--- src/rtl/led_row_loader_pkg.sv ---
// -----------------------------------------------------------------------------
// led_row_loader_pkg
// Shared constants and types for the LED row loader: the frame command byte,
// the framebuffer address field widths and the parser state encoding.
// -----------------------------------------------------------------------------
package led_row_loader_pkg;

  // Command byte that opens a row frame ('L').
  localparam logic [7:0] CMD_ROW = 8'h4C;

  // wr_addr = {row, byte_index}
  localparam int ROW_W  = 5;
  localparam int IDX_W  = 8;
  localparam int ADDR_W = ROW_W + IDX_W;

  typedef enum logic [1:0] {
    ST_IDLE    = 2'd0,
    ST_ROW     = 2'd1,
    ST_DATA    = 2'd2,
    ST_DISCARD = 2'd3
  } state_e;

endpackage

--- src/rtl/led_row_loader_idle_timeout_counter.sv ---
// -----------------------------------------------------------------------------
// idle_timeout_counter
// Counts consecutive clocks with 'clear' low, saturating at TICKS. While the
// count sits at TICKS and clear is still low, timeout_pulse is asserted, so a
// clear (a received byte) in that same cycle suppresses the timeout.
//
// Ports:
//   clk_in        in   clock, rising edge
//   reset         in   asynchronous, active-high reset
//   clear         in   restart the idle count (byte received or parser idle)
//   timeout_pulse out  idle limit reached and not cleared this cycle
// -----------------------------------------------------------------------------
module idle_timeout_counter #(
  parameter int               WIDTH = 16,
  parameter logic [WIDTH-1:0] TICKS = WIDTH'(4096)
) (
  input  logic clk_in,
  input  logic reset,
  input  logic clear,
  output logic timeout_pulse
);

  logic [WIDTH-1:0] cnt_q, cnt_d;

  // NOTE: every signal assigned in always_comb gets a default on every path
  // first; otherwise synthesis infers a latch to hold the old value.
  always_comb begin
    cnt_d = cnt_q;
    if (clear) begin
      cnt_d = '0;
    end else if (cnt_q != TICKS) begin
      cnt_d = cnt_q + WIDTH'(1);
    end
  end

  // NOTE: sequential state uses non-blocking assignments so every register
  // samples its pre-edge inputs regardless of statement order.
  always_ff @(posedge clk_in or posedge reset) begin
    if (reset) begin
      cnt_q <= '0;
    end else begin
      cnt_q <= cnt_d;
    end
  end

  assign timeout_pulse = (cnt_q == TICKS) && !clear;

endmodule

--- src/rtl/led_row_loader.sv ---
// -----------------------------------------------------------------------------
// led_row_loader
// Parses row frames from a UART byte stream ('L', row index, ROW_BYTES
// payload bytes) and writes the payload into a framebuffer, one byte per
// registered write strobe. Bad row indices are consumed silently after a
// frame_error pulse; a stalled frame is abandoned after an idle timeout.
//
// Ports:
//   clk_in          in   clock, rising edge
//   reset           in   asynchronous, active-high reset
//   rx_data[7:0]    in   received byte
//   rx_data_valid   in   one-cycle strobe qualifying rx_data
//   wr_en           out  one-cycle framebuffer write strobe
//   wr_addr[12:0]   out  {row[4:0], byte_index[7:0]}
//   wr_data[7:0]    out  pixel byte
//   row_done        out  pulse coincident with the last write of a good frame
//   row_done_index  out  row of the most recent row_done (held)
//   frame_error     out  pulse on bad row index or timeout abort
//   busy            out  parser is inside a frame
// -----------------------------------------------------------------------------
module led_row_loader
  import led_row_loader_pkg::*;
#(
  parameter int          ROWS          = 32,
  parameter int          ROW_BYTES     = 256,
  parameter logic [15:0] TIMEOUT_TICKS = 16'd4096
) (
  input  logic              clk_in,
  input  logic              reset,
  input  logic [7:0]        rx_data,
  input  logic              rx_data_valid,
  output logic              wr_en,
  output logic [ADDR_W-1:0] wr_addr,
  output logic [7:0]        wr_data,
  output logic              row_done,
  output logic [ROW_W-1:0]  row_done_index,
  output logic              frame_error,
  output logic              busy
);

  localparam logic [IDX_W-1:0] IDX_LAST  = IDX_W'(ROW_BYTES - 1);
  localparam logic [8:0]       DISC_LOAD = 9'(ROW_BYTES);
  localparam logic [8:0]       ROWS_LIM  = 9'(ROWS);

  state_e             state_q, state_d;
  logic [ROW_W-1:0]   row_q, row_d;
  logic [IDX_W-1:0]   idx_q, idx_d;
  logic [8:0]         disc_q, disc_d;

  logic               wr_en_q, wr_en_d;
  logic [ADDR_W-1:0]  wr_addr_q, wr_addr_d;
  logic [7:0]         wr_data_q, wr_data_d;
  logic               row_done_q, row_done_d;
  logic [ROW_W-1:0]   row_done_index_q, row_done_index_d;
  logic               frame_error_q, frame_error_d;

  logic               timeout;

  // Idle time only accrues inside a frame.
  idle_timeout_counter #(
    .WIDTH (16),
    .TICKS (TIMEOUT_TICKS)
  ) u_idle_timeout (
    .clk_in        (clk_in),
    .reset         (reset),
    .clear         (rx_data_valid || (state_q == ST_IDLE)),
    .timeout_pulse (timeout)
  );

  always_comb begin
    state_d          = state_q;
    row_d            = row_q;
    idx_d            = idx_q;
    disc_d           = disc_q;
    wr_en_d          = 1'b0;
    wr_addr_d        = wr_addr_q;
    wr_data_d        = wr_data_q;
    row_done_d       = 1'b0;
    row_done_index_d = row_done_index_q;
    frame_error_d    = 1'b0;

    unique case (state_q)
      ST_IDLE: begin
        if (rx_data_valid && (rx_data == CMD_ROW)) state_d = ST_ROW;
      end

      ST_ROW: begin
        if (rx_data_valid) begin
          if ({1'b0, rx_data} < ROWS_LIM) begin
            row_d   = rx_data[ROW_W-1:0];
            idx_d   = '0;
            state_d = ST_DATA;
          end else begin
            frame_error_d = 1'b1;
            disc_d        = DISC_LOAD;
            state_d       = ST_DISCARD;
          end
        end else if (timeout) begin
          frame_error_d = 1'b1;
          state_d       = ST_IDLE;
        end
      end

      ST_DATA: begin
        // A CMD_ROW byte here is ordinary payload; there is no resync.
        if (rx_data_valid) begin
          wr_en_d   = 1'b1;
          wr_addr_d = {row_q, idx_q};
          wr_data_d = rx_data;
          if (idx_q == IDX_LAST) begin
            row_done_d       = 1'b1;
            row_done_index_d = row_q;
            state_d          = ST_IDLE;
          end else begin
            idx_d = idx_q + IDX_W'(1);
          end
        end else if (timeout) begin
          frame_error_d = 1'b1;
          state_d       = ST_IDLE;
        end
      end

      ST_DISCARD: begin
        if (rx_data_valid) begin
          disc_d = disc_q - 9'd1;
          if (disc_q == 9'd1) state_d = ST_IDLE;
        end else if (timeout) begin
          frame_error_d = 1'b1;
          state_d       = ST_IDLE;
        end
      end

      default: state_d = ST_IDLE;
    endcase
  end

  always_ff @(posedge clk_in or posedge reset) begin
    if (reset) begin
      state_q          <= ST_IDLE;
      row_q            <= '0;
      idx_q            <= '0;
      disc_q           <= '0;
      wr_en_q          <= 1'b0;
      wr_addr_q        <= '0;
      wr_data_q        <= '0;
      row_done_q       <= 1'b0;
      row_done_index_q <= '0;
      frame_error_q    <= 1'b0;
    end else begin
      state_q          <= state_d;
      row_q            <= row_d;
      idx_q            <= idx_d;
      disc_q           <= disc_d;
      wr_en_q          <= wr_en_d;
      wr_addr_q        <= wr_addr_d;
      wr_data_q        <= wr_data_d;
      row_done_q       <= row_done_d;
      row_done_index_q <= row_done_index_d;
      frame_error_q    <= frame_error_d;
    end
  end

  assign wr_en          = wr_en_q;
  assign wr_addr        = wr_addr_q;
  assign wr_data        = wr_data_q;
  assign row_done       = row_done_q;
  assign row_done_index = row_done_index_q;
  assign frame_error    = frame_error_q;
  assign busy           = (state_q != ST_IDLE);

endmodule

--- config.mk ---
export PLATFORM = sky130hd
export DESIGN_NAME = led_row_loader
export DESIGN_NICKNAME = d
export VERILOG_FILES = /design/src/rtl/led_row_loader_pkg.sv /design/src/rtl/led_row_loader_idle_timeout_counter.sv /design/src/rtl/led_row_loader.sv
export SDC_FILE = /design/constraint.sdc
export NUM_CORES = 1
export LEC_CHECK = 0
export ABC_AREA = 1
export CORE_ASPECT_RATIO = 0.9
export CORE_UTILIZATION = 34
export DETAILED_ROUTE_END_ITERATION = 8
export DONT_BUFFER_PORTS = 1
export HOLD_SLACK_MARGIN = 0.1
export PLACE_DENSITY_LB_ADDON = 0.05
export SYNTH_ARGS = -nofsm -noshare
export SYNTH_HDL_FRONTEND = slang
export SYNTH_SLANG_ARGS = --single-unit
--- constraint.sdc ---
create_clock -name clk_in -period 2.6 [get_ports clk_in]
set_input_delay 0.52 -clock clk_in [delete_from_list [all_inputs] [get_ports clk_in]]
set_output_delay 0.52 -clock clk_in [all_outputs]
set_load 0.1 [all_outputs]
---- Yosys cells after proc, flatten, opt, wreduce, memory -nomap -nowiden ----
Index checks and enable logic that the tools add are counted.
storage, ports and cells
  word-level logic and storage cells ...... 78
  flip-flop bits (word level) ............. 69
  input port bits ......................... 11
  output and inout bits ................... 30
cells by class
  mux-type cells .......................... 30
  order comparisons ....................... 1
  add/sub/neg operators ................... 3
  equal/unequal tests ..................... 17
  reductions and logical operators ........ 16
operator list
  kind                                                    count
  two-way mux 16 bit                                      2
  two-way mux 8 bit                                       4
  two-way mux 9 bit                                       3
  case mux 9 bit (2 select lines)                         1
  adder 16 x 1 -> 16 bit (second input constant)          1
  equality test 16 x 13 -> 1 bit (second input constant)  1
  != test 16 x 13 -> 1 bit (second input constant)        1
  case mux 8 bit (2 select lines)                         1
  two-way mux 2 bit                                       7
  != test 2 bit (second input constant)                   6
  two-way mux 1 bit                                       10
  equality test 9 x 1 -> 1 bit (second input constant)    1
  AND reduction 3 bit                                     3
  subtractor 9 x 1 -> 9 bit (second input constant)       1
  adder 8 x 1 -> 8 bit (second input constant)            1
  equality test 8 x 7 -> 1 bit (second input constant)    1
  equality test 8 bit (second input constant)             1
  < comparator 8 x 6 -> 1 bit (second input constant)     1
  case mux 2 bit (4 select lines)                         1
  nonzero test 2 bit                                      4
  != test 3 bit (second input constant)                   2
  AND reduction 5 bit                                     1
  equality test 2 bit (second input constant)             2
  AND reduction 4 bit                                     1
  9 further kinds                                         10

---- Logic depth before layout (Yosys ltp) ----
Gate-level depths: netlist (run 1).
  depth in word-level cells ............... 7
  depth in mapped cells ................... 11
  depth with buffers taken out ............ 11

---- Hierarchy ----
From an unflattened synthesis (run 1), not the netlist that was laid out.
second synthesis, totals
  cells, all modules ...................... 451
  area total of the unflattened synthesis .. 3585.9 um^2
modules (own cells, without submodules)
  module                instances  sequential area each (um^2)  area each (um^2)  cells an instance
  led_row_loader        1          1326.3                       2568.7            301
  idle_timeout_counter  1          400.4                        1017.2            150

---- Worst setup path before layout (run 1) ----
OpenSTA, ideal clock, no wires.
  path type ............................... register -> output
  from .................................... reg state_q[0]
  to ...................................... out busy
  slack ................................... 919 ps
  buffers on the path ..................... 0
  data arrival time ....................... 1161 ps
  required time ........................... 2080 ps
  stages on the path, launching flop included .. 3
  cells stage by stage .................... dfrtp_1 > nor2_1 > inv_1
between the ends
  cells in the longest elaborated chain, start to end .. 1
RTL lines
  item                    line                   RTL
  from (decl)             led_row_loader.sv:45   state_e state_q, state_d;
  from (signal assigned)  led_row_loader.sv:150  state_q <= state_d;
  nonzero test 2 bit      led_row_loader.sv:169  assign busy = (state_q != ST_IDLE);
  to (decl)               led_row_loader.sv:38   output logic busy
No other way between the ends.

---- Final worst setup path (run 1) ----
Same ends and word-level chain as after synthesis.

==> out/summary.txt, run 1 <==
latest clock arrival within the worst-skew pair = 0.34 ns
synthesized area = 3330 um^2
Inserted Diodes = 0
Initial DRC Count = 108
TritonCTS clock tree = yes
Final Critical Period = 1.85 ns
via count = 2567
Die Ht = 95.9 um
Yosys top cell by area = dfrtp_1
total power = 4750 uW
LEAKAGE = 0.00177 uW
DRC viols = 0
CP Cell Sequence = nor2_1 -> inv_1 -> buf_4
Syn Inst Count = 416
RSZ-0062 raised after global routing = false
post-DP HPWL = 5020 um
Post-synth EDFFs = 0
CP Capture Type = primary output
CTS H-tree lvls = 3
largest net degree at the start of global routing = 43
clk sinks = 69
Min-Delay Path Class = in -> async
Fin. Hold Viols = 0
postcts setup bufs = 0
CTS root buffer = clkbuf_8
fin. max-slew vios = 0
Final ANT Viol Nets = 0
endpoints failing setup = 0
port bufs = 0
CTS clk-pin slew, worst paths = 0.08 ns
total stage count of the critical path = 3
max incr delay on CP = 0.47 ns
first-pass GRT wire length = 11800 um
Worst Skew = 0.00761 ns
PD cells = 1280 nW/um^2
initial antenna violation count = 0
Wirelength per Cell = 13.0 um
top cell type's share of synthesized area = 0.519
GR peak layer = met2
Synth Net Count = 432
Area Overhead vs Synth = 11.2%
vias in the first global route = 2452
IO Pins = 41
crit-path leading delay family = flip-flops
Worst EP required = 2.08 ns
Crit-path slowest cell = dfrtp_1
cell with the most instances after synthesis = nand2_1
layout cells sized above 1 = 0.0773
register area share after synthesis = 0.519
GR Util met1 = 0.193
total track usage = 0.153
crit start category = flip-flop
met2 GRT Util = 0.242
fin nets = 438
Peak VDD IR = 0.495 mV
final period utilization = 0.713
CTS-repair resized insts = 0
CTS max path bufs = 2
ys async rst share = 1.00
Fin Setup TNS = 0 ns
drt via density = 4.68
DRT Pass-1 Iters = 6
critical path data arrival time = 1.33 ns
Num CTS Buffers = 9
relative slew slack = 0.385
Syn Area/Cell = 8.00 um^2
Final Routed Wirelength = 7150 um
Synth Register Bits = 69
Critical Path Fanout Max = 7
status = completed
Initial Util = 0.358
count of different cell masters after synthesis = 26
# Max-Cap Violations = 0
CTS hold repair buffers = 0
die width = 106 um
worst path bufs/invs = 2
crit path kind = reg -> out
core area = 9290 um^2
Rows = 33
ys flop type = dfrtp_1
Synth top cells by count = nand2_1 (94), dfrtp_1 (69), o21ai_0 (60)
GRT overflow = 0
die area = 10200 um^2
Synth Warn # = 0
GR Util met3 = 0.0616
Worst R2R Path Depth = 7
RePlAce Congestion = 0.778
Area contributors post-synth = dfrtp_1 (52%), nand2_1 (11%), o21ai_0 (9.0%)
worst-margin pin slew = 0.923 ns
FMAX = 0.540 GHz
-- state kept, by name (all words and copies together) (netlist names) --
name / cells
row_done_index: 5
frame_error: 1
wr_en: 1
wr_addr: 13
wr_data: 8
state_q: 2
idx_q: 8
u_idle_timeout.cnt_q: 16
disc_q: 9
row_done: 1
row_q: 5
-- path summary, 6_finish.rpt --
check                      slack, ns  startpoint           to
hold reg to reg                 0.49    row_q[1]     row_q[1]
max in group asynchronous       1.80       reset     idx_q[2]
setup reg to reg                0.93  state_q[0]     idx_q[7]
min in group clk_in             0.29  rx_data[5]   wr_data[5]
setup / recovery                0.75  state_q[0]         busy
hold / removal                  0.15       reset  frame_error
-- cells by family after synthesis --
kind of cell,share of synthesized area
fa+ha+maj,0.0188
buf+inv,0.0853
simple gates,0.253
xor+xnor,0.0132
flops,0.519
compound gates,0.111
-- layer usage --
metal	wire length (um)	vias up
met1	3470	1178
li1	-	1339
met5	0	-
met3	419	2
met2	3210	48
met4	46	0
-- where the power goes --
| part | internal [uW] | switching [uW] |
|---|---|---|
| Combinational | 357 | 769 |
| Clock | 575 | 447 |
| Sequential | 1360 | 1240 |
-- layout by cell type, fill, tap and decap left out, types with 3 or more instances in the layout --
cell and n:
nand4_1 11, nor2_1 46, nor2_2 3, clkbuf_8 10, nand2_1 94, a21oi_1 8, nand3_1 29, nor3_1 6
inv_2 3, dfrtp_1 69, ha_1 5, o21ai_0 60, buf_4 3, inv_1 57, xor2_1 5
-- layout make-up --
class | count | area, um^2
Tap cell | 122 | 153
Inverter | 61 | 231
Timing Repair Buffer | 4 | 42.5
Clock inverter | 6 | 93.8
Clock buffer | 10 | 138
Fill cell | 1004 | 5590
Sequential cell | 69 | 1730
Multi-Input combinational cell | 277 | 1320
-- stage by stage --
step | hold slack [ns] | cell area, um^2 | util | worst slack (ns) | cells
floorplan | 0.453 | 3330 | - | 0.340 | 416
global placement | 0.475 | 3470 | 0.374 | 0.922 | 533
detailed placement | 0.476 | 3470 | 0.374 | 0.832 | 533
CTS | 0.169 | 3700 | 0.399 | 0.722 | 549
global route | 0.188 | 3700 | 0.399 | 0.665 | 549
finish | 0.150 | 3700 | 0.399 | 0.747 | 549
(Power assumes the default switching activity.)
==> run 2: changes to the inputs <==
clock period = 1.6 ns   (was 2.6 ns; I/O delays follow)
==> out/summary.txt, run 2 (synthesis results as in run 1) <==
CTS max path bufs = 2
die width = 106 um
WL met1 = 3650 um
GRT overflow = 0
# Max-Cap Violations = 0
failing checks = setup timing
Layout Utilization = 0.442
final period utilization = 1.00
Place WS = 0.0998 ns
CTS H-tree lvls = 3
Worst R2R Path Depth = 10
die area = 10200 um^2
Hold Path Stages = 2
drt via density = 4.61
Final Non-Filler Cells = 598
Fin. Hold Viols = 0
Inserted Diodes = 0
total track usage = 0.161
CP Capture Type = primary output
Final Critical Period = 1.60 ns
TritonCTS clock tree = yes
LEAKAGE = 0.00201 uW
PD cells = 2010 nW/um^2
r2r setup slk = 0.12 ns
Critical Path Fanout Max = 2
WL met2 = 3240 um
RePlAce Congestion = 0.804
Post-Place Cells = 573
Initial DRC Count = 125
Max Used Layer = met4
clk sinks = 69
Min-Delay Path Class = in -> reg
worst setup margin = -0.00102 ns
endpoints failing setup = 1
crit start category = flip-flop
CTS clk-pin slew, worst paths = 0.08 ns
post-DP HPWL = 5290 um
layout cells sized above 1 = 0.179
Initial Util = 0.358
first-pass GRT wire length = 12700 um
Placed Area = 3780 um^2
FMAX = 0.625 GHz
latest clock arrival within the worst-skew pair = 0.35 ns
RSZ-0062 raised after global routing = true
fin nets = 487
fin. max-slew vios = 0
Final Routed Wirelength = 7270 um
initial antenna violation count = 0
via count = 2758
Num CTS Buffers = 9
commonest non-fill, non-tap cell in the layout = nand2_1
crit path kind = reg -> out
port bufs = 0
Biggest register = u_idle_timeout.cnt_q
Peak VDD IR = 1.20 mV
CTS root buffer = clkbuf_8
DRC viols = 0
Die Ht = 95.9 um
Final ANT Viol Nets = 0
Area Overhead vs Synth = 23.4%
DRT Pass-1 Iters = 5
worst-margin pin slew = 0.535 ns
vias in the first global route = 2710
critical path data arrival time = 1.28 ns
relative slew slack = 0.642
post-route cell area = 4110 um^2
Worst Skew = 0.0115 ns
status = finished, violations left
FILL cells = 990
most frequent cells in the layout = nand2_1 (93), dfrtp_1 (69), o21ai_0 (59), inv_1 (56), buf_4 (47)
Worst EP required = 1.28 ns
Wirelength per Cell = 12.2 um
met3 WL = 320 um
max reg flops = 16
core area = 9290 um^2
IO Pins = 41
Rows = 33
largest net degree at the start of global routing = 29
Fin Setup TNS = -0.00102 ns
run 2: cell types whose count changed in the layout (fill, tap and decap cells not counted), sizes merged:
cell / change
buf: +46
clkinvlp: +4
dlygate4sd3: +3
inv: -3
bufinv: -1
run 2: stage by stage:
stage / power, uW / hold WS, ns
2_1_floorplan: 5710 / 0.430
3_3_place_gp: 6560 / 0.265
3_5_place_dp: 6580 / 0.268
4_1_cts: 8260 / 0.107
5_1_grt: 8830 / 0.130
6_report: 8240 / 0.122
run 2: cell type report:
type | instances | area [um^2] | area share
Sequential cell | 69 | 1730 | 0.420
Inverter | 61 | 239 | 0.0582
Multi-Input combinational cell | 277 | 1350 | 0.328
Tap cell | 122 | 153 | 0.0371
Timing Repair Buffer | 53 | 434 | 0.106
Clock buffer | 10 | 138 | 0.0335
Clock inverter | 6 | 70.1 | 0.0171
run 2: path summary, 6_finish.rpt:
check                           start    endpoint
setup / recovery           state_q[1]        busy
hold / removal             rx_data[4]  wr_data[4]
setup reg to reg             idx_q[0]  state_q[0]
hold reg to reg              row_q[2]    row_q[2]
max in group asynchronous       reset    row_q[1]
min in group asynchronous       reset  wr_data[3]
run 2: worst max-delay path, cell delays in order (launching register included):
cell	delay [ns]
dfrtp_1	0.39
buf_6	0.13
nor2_4	0.10
clkinvlp_4	0.13
buf_12	0.18
run 2: per-layer routing:
| metal | global-route usage | up-vias |
|---|---|---|
| met5 | 0 | - |
| li1 | - | 1439 |
| met2 | 0.256 | 48 |
| met1 | 0.213 | 1263 |
| met4 | 0.0475 | 0 |
| met3 | 0.0474 | 8 |
run 2: where the power goes:
group / internal (uW) / leakage (uW) / switching, uW
clock: 770 / 0.0000951 / 728
sequential: 2240 / 0.000914 / 321
combinational: 1080 / 0.000996 / 3100
total: 4090 / 0.00201 / 4150
run 2: repair_timing:
action / in CTS / in global routing
hold buffers: 3 / 0
endpoints found under the hold margin: 21 / 0
pin swaps: 1 / 2
setup endpoints to repair: 1 / 18
buffers inserted: 4 / 2
gates resized for setup: 5 / 7
==> run 3: changes to the inputs <==
CORE_ASPECT_RATIO = 2   (was 0.9)
==> out/summary.txt, run 3 (synthesis results as in run 1) <==
FMAX = 0.628 GHz
crit start category = flip-flop
GRT overflow = 0
status = completed
CP Capture Type = primary output
clock share of power = 0.244
drt via density = 4.64
latest clock arrival within the worst-skew pair = 0.34 ns
max reg flops = 16
worst-margin pin slew = 0.442 ns
most frequent cells in the layout = nand2_1 (93), dfrtp_1 (69), o21ai_0 (58), inv_1 (56), nor2_1 (43)
Num CTS Buffers = 9
Final ANT Viol Nets = 0
Placed Area = 3790 um^2
Int Power = 4670 uW
Sw Share = 0.476
CTS max path bufs = 2
Layout Utilization = 0.447
fin. max-slew vios = 0
part of the power in combinational logic = 0.468
Die Ht = 142 um
met2 GRT Util = 0.320
Worst EP required = 1.28 ns
crit path kind = reg -> out
Place WS = 0.0904 ns
GR peak layer = met2
Area Overhead vs Synth = 26.7%
Critical Path Fanout Max = 2
CTS H-tree lvls = 3
Inserted Diodes = 0
port bufs = 0
Biggest register = u_idle_timeout.cnt_q
LEAKAGE = 0.00205 uW
fin nets = 483
total track usage = 0.174
RSZ-0062 raised after global routing = true
vias in the first global route = 2847
worst setup margin = 0.00776 ns
sequential power share = 0.288
commonest non-fill, non-tap cell in the layout = nand2_1
die area = 10200 um^2
PD cells = 2110 nW/um^2
Peak VDD IR = 0.907 mV
final period utilization = 0.995
register area = 1730 um^2
max incr delay on CP = 0.40 ns
die width = 72.0 um
Rows = 50
core area = 9450 um^2
GR Util met1 = 0.174
DRC viols = 0
post-route cell area = 4220 um^2
Worst Skew = 0.00648 ns
clk sinks = 69
endpoints failing setup = 0
IO Pins = 41
relative slew slack = 0.705
Wirelength per Cell = 13.1 um
CP Cell Sequence = buf_6 -> nor2_4 -> clkinvlp_4 -> buf_12
first-pass GRT wire length = 13400 um
Final Routed Wirelength = 7910 um
Sw Pwr = 4240 uW
Initial DRC Count = 201
GR Util met3 = 0.0411
critical path data arrival time = 1.27 ns
post-DP HPWL = 5860 um
Crit-path slowest cell = dfrtp_1
FILL cells = 948
Fin. Hold Viols = 0
Final Critical Period = 1.59 ns
Fin Hold WS = 0.138 ns
Initial Util = 0.352
RePlAce Congestion = 0.825
total power = 8910 uW
via count = 2793
DRT Pass-1 Iters = 4
Multi-input gate area = 1350 um^2
TritonCTS clock tree = yes
layout cells sized above 1 = 0.176
# Max-Cap Violations = 0
CTS clk-pin slew, worst paths = 0.06 ns
initial antenna violation count = 0
Min-Delay Path Class = in -> reg
largest net degree at the start of global routing = 41
CTS root buffer = clkbuf_16
-- run 3: worst max-delay path: cells and delay by family (launching register included) --
| kind | cells | cell delay (ns) |
|---|---|---|
| buffers and inverters | 3 | 0.42 |
| DFF | 1 | 0.40 |
| and+or+nand+nor | 1 | 0.11 |
-- run 3: final timing paths --
kind	slack (ns)	depth (start not counted)	to	startpoint
setup / recovery	0.008	4	busy	state_q[1]
hold / removal	0.14	2	wr_en	rx_data_valid
setup reg to reg	0.07	8	idx_q[7]	state_q[0]
hold reg to reg	0.48	2	row_done_index[4]	row_done_index[4]
max in group asynchronous	0.63	3	u_idle_timeout.cnt_q[2]	reset
min in group asynchronous	0.47	2	wr_data[2]	reset
-- run 3: through the flow --
stage,TNS [ns],std cells
floorplan,0,416
global placement,0,579
detailed placement,0,579
CTS,-0.0415,601
global route,-0.288,602
finish,0,602
-- run 3: timing repair --
action                     4_1_cts  5_1_grt
hold endpoints to repair        17        0
gates resized for setup          5        9
setup endpoints to repair        1       24
setup buffers                    3        1
hold buffers                     3        0
pin swaps                        1        1
-- run 3: cell type report --
cell class	count	share of cell area
clock buffers	9	0.0534
inverters	61	0.0566
clock inverters	7	0.0231
well taps	130	0.0386
repair buffers	49	0.0988
flip-flops and latches	69	0.409
multi-input cells	277	0.320
-- run 3: power by group through the flow --
stage / combinational, uW / sequential, uW / clock, uW
after floorplan: 1450 / 4250 / 0
after global placement: 4010 / 2570 / 0
after detailed placement: 4030 / 2590 / 0
after CTS: 4160 / 2560 / 2240
after global routing: 4540 / 2630 / 2310
final: 4170 / 2570 / 2170
-- run 3: layer usage --
layer | share of wire | vias to the layer above
met5 | 0 | -
li1 | - | 1432
met1 | 0.39 | 1298
met4 | 0.026 | 0
met2 | 0.55 | 47
met3 | 0.033 | 16
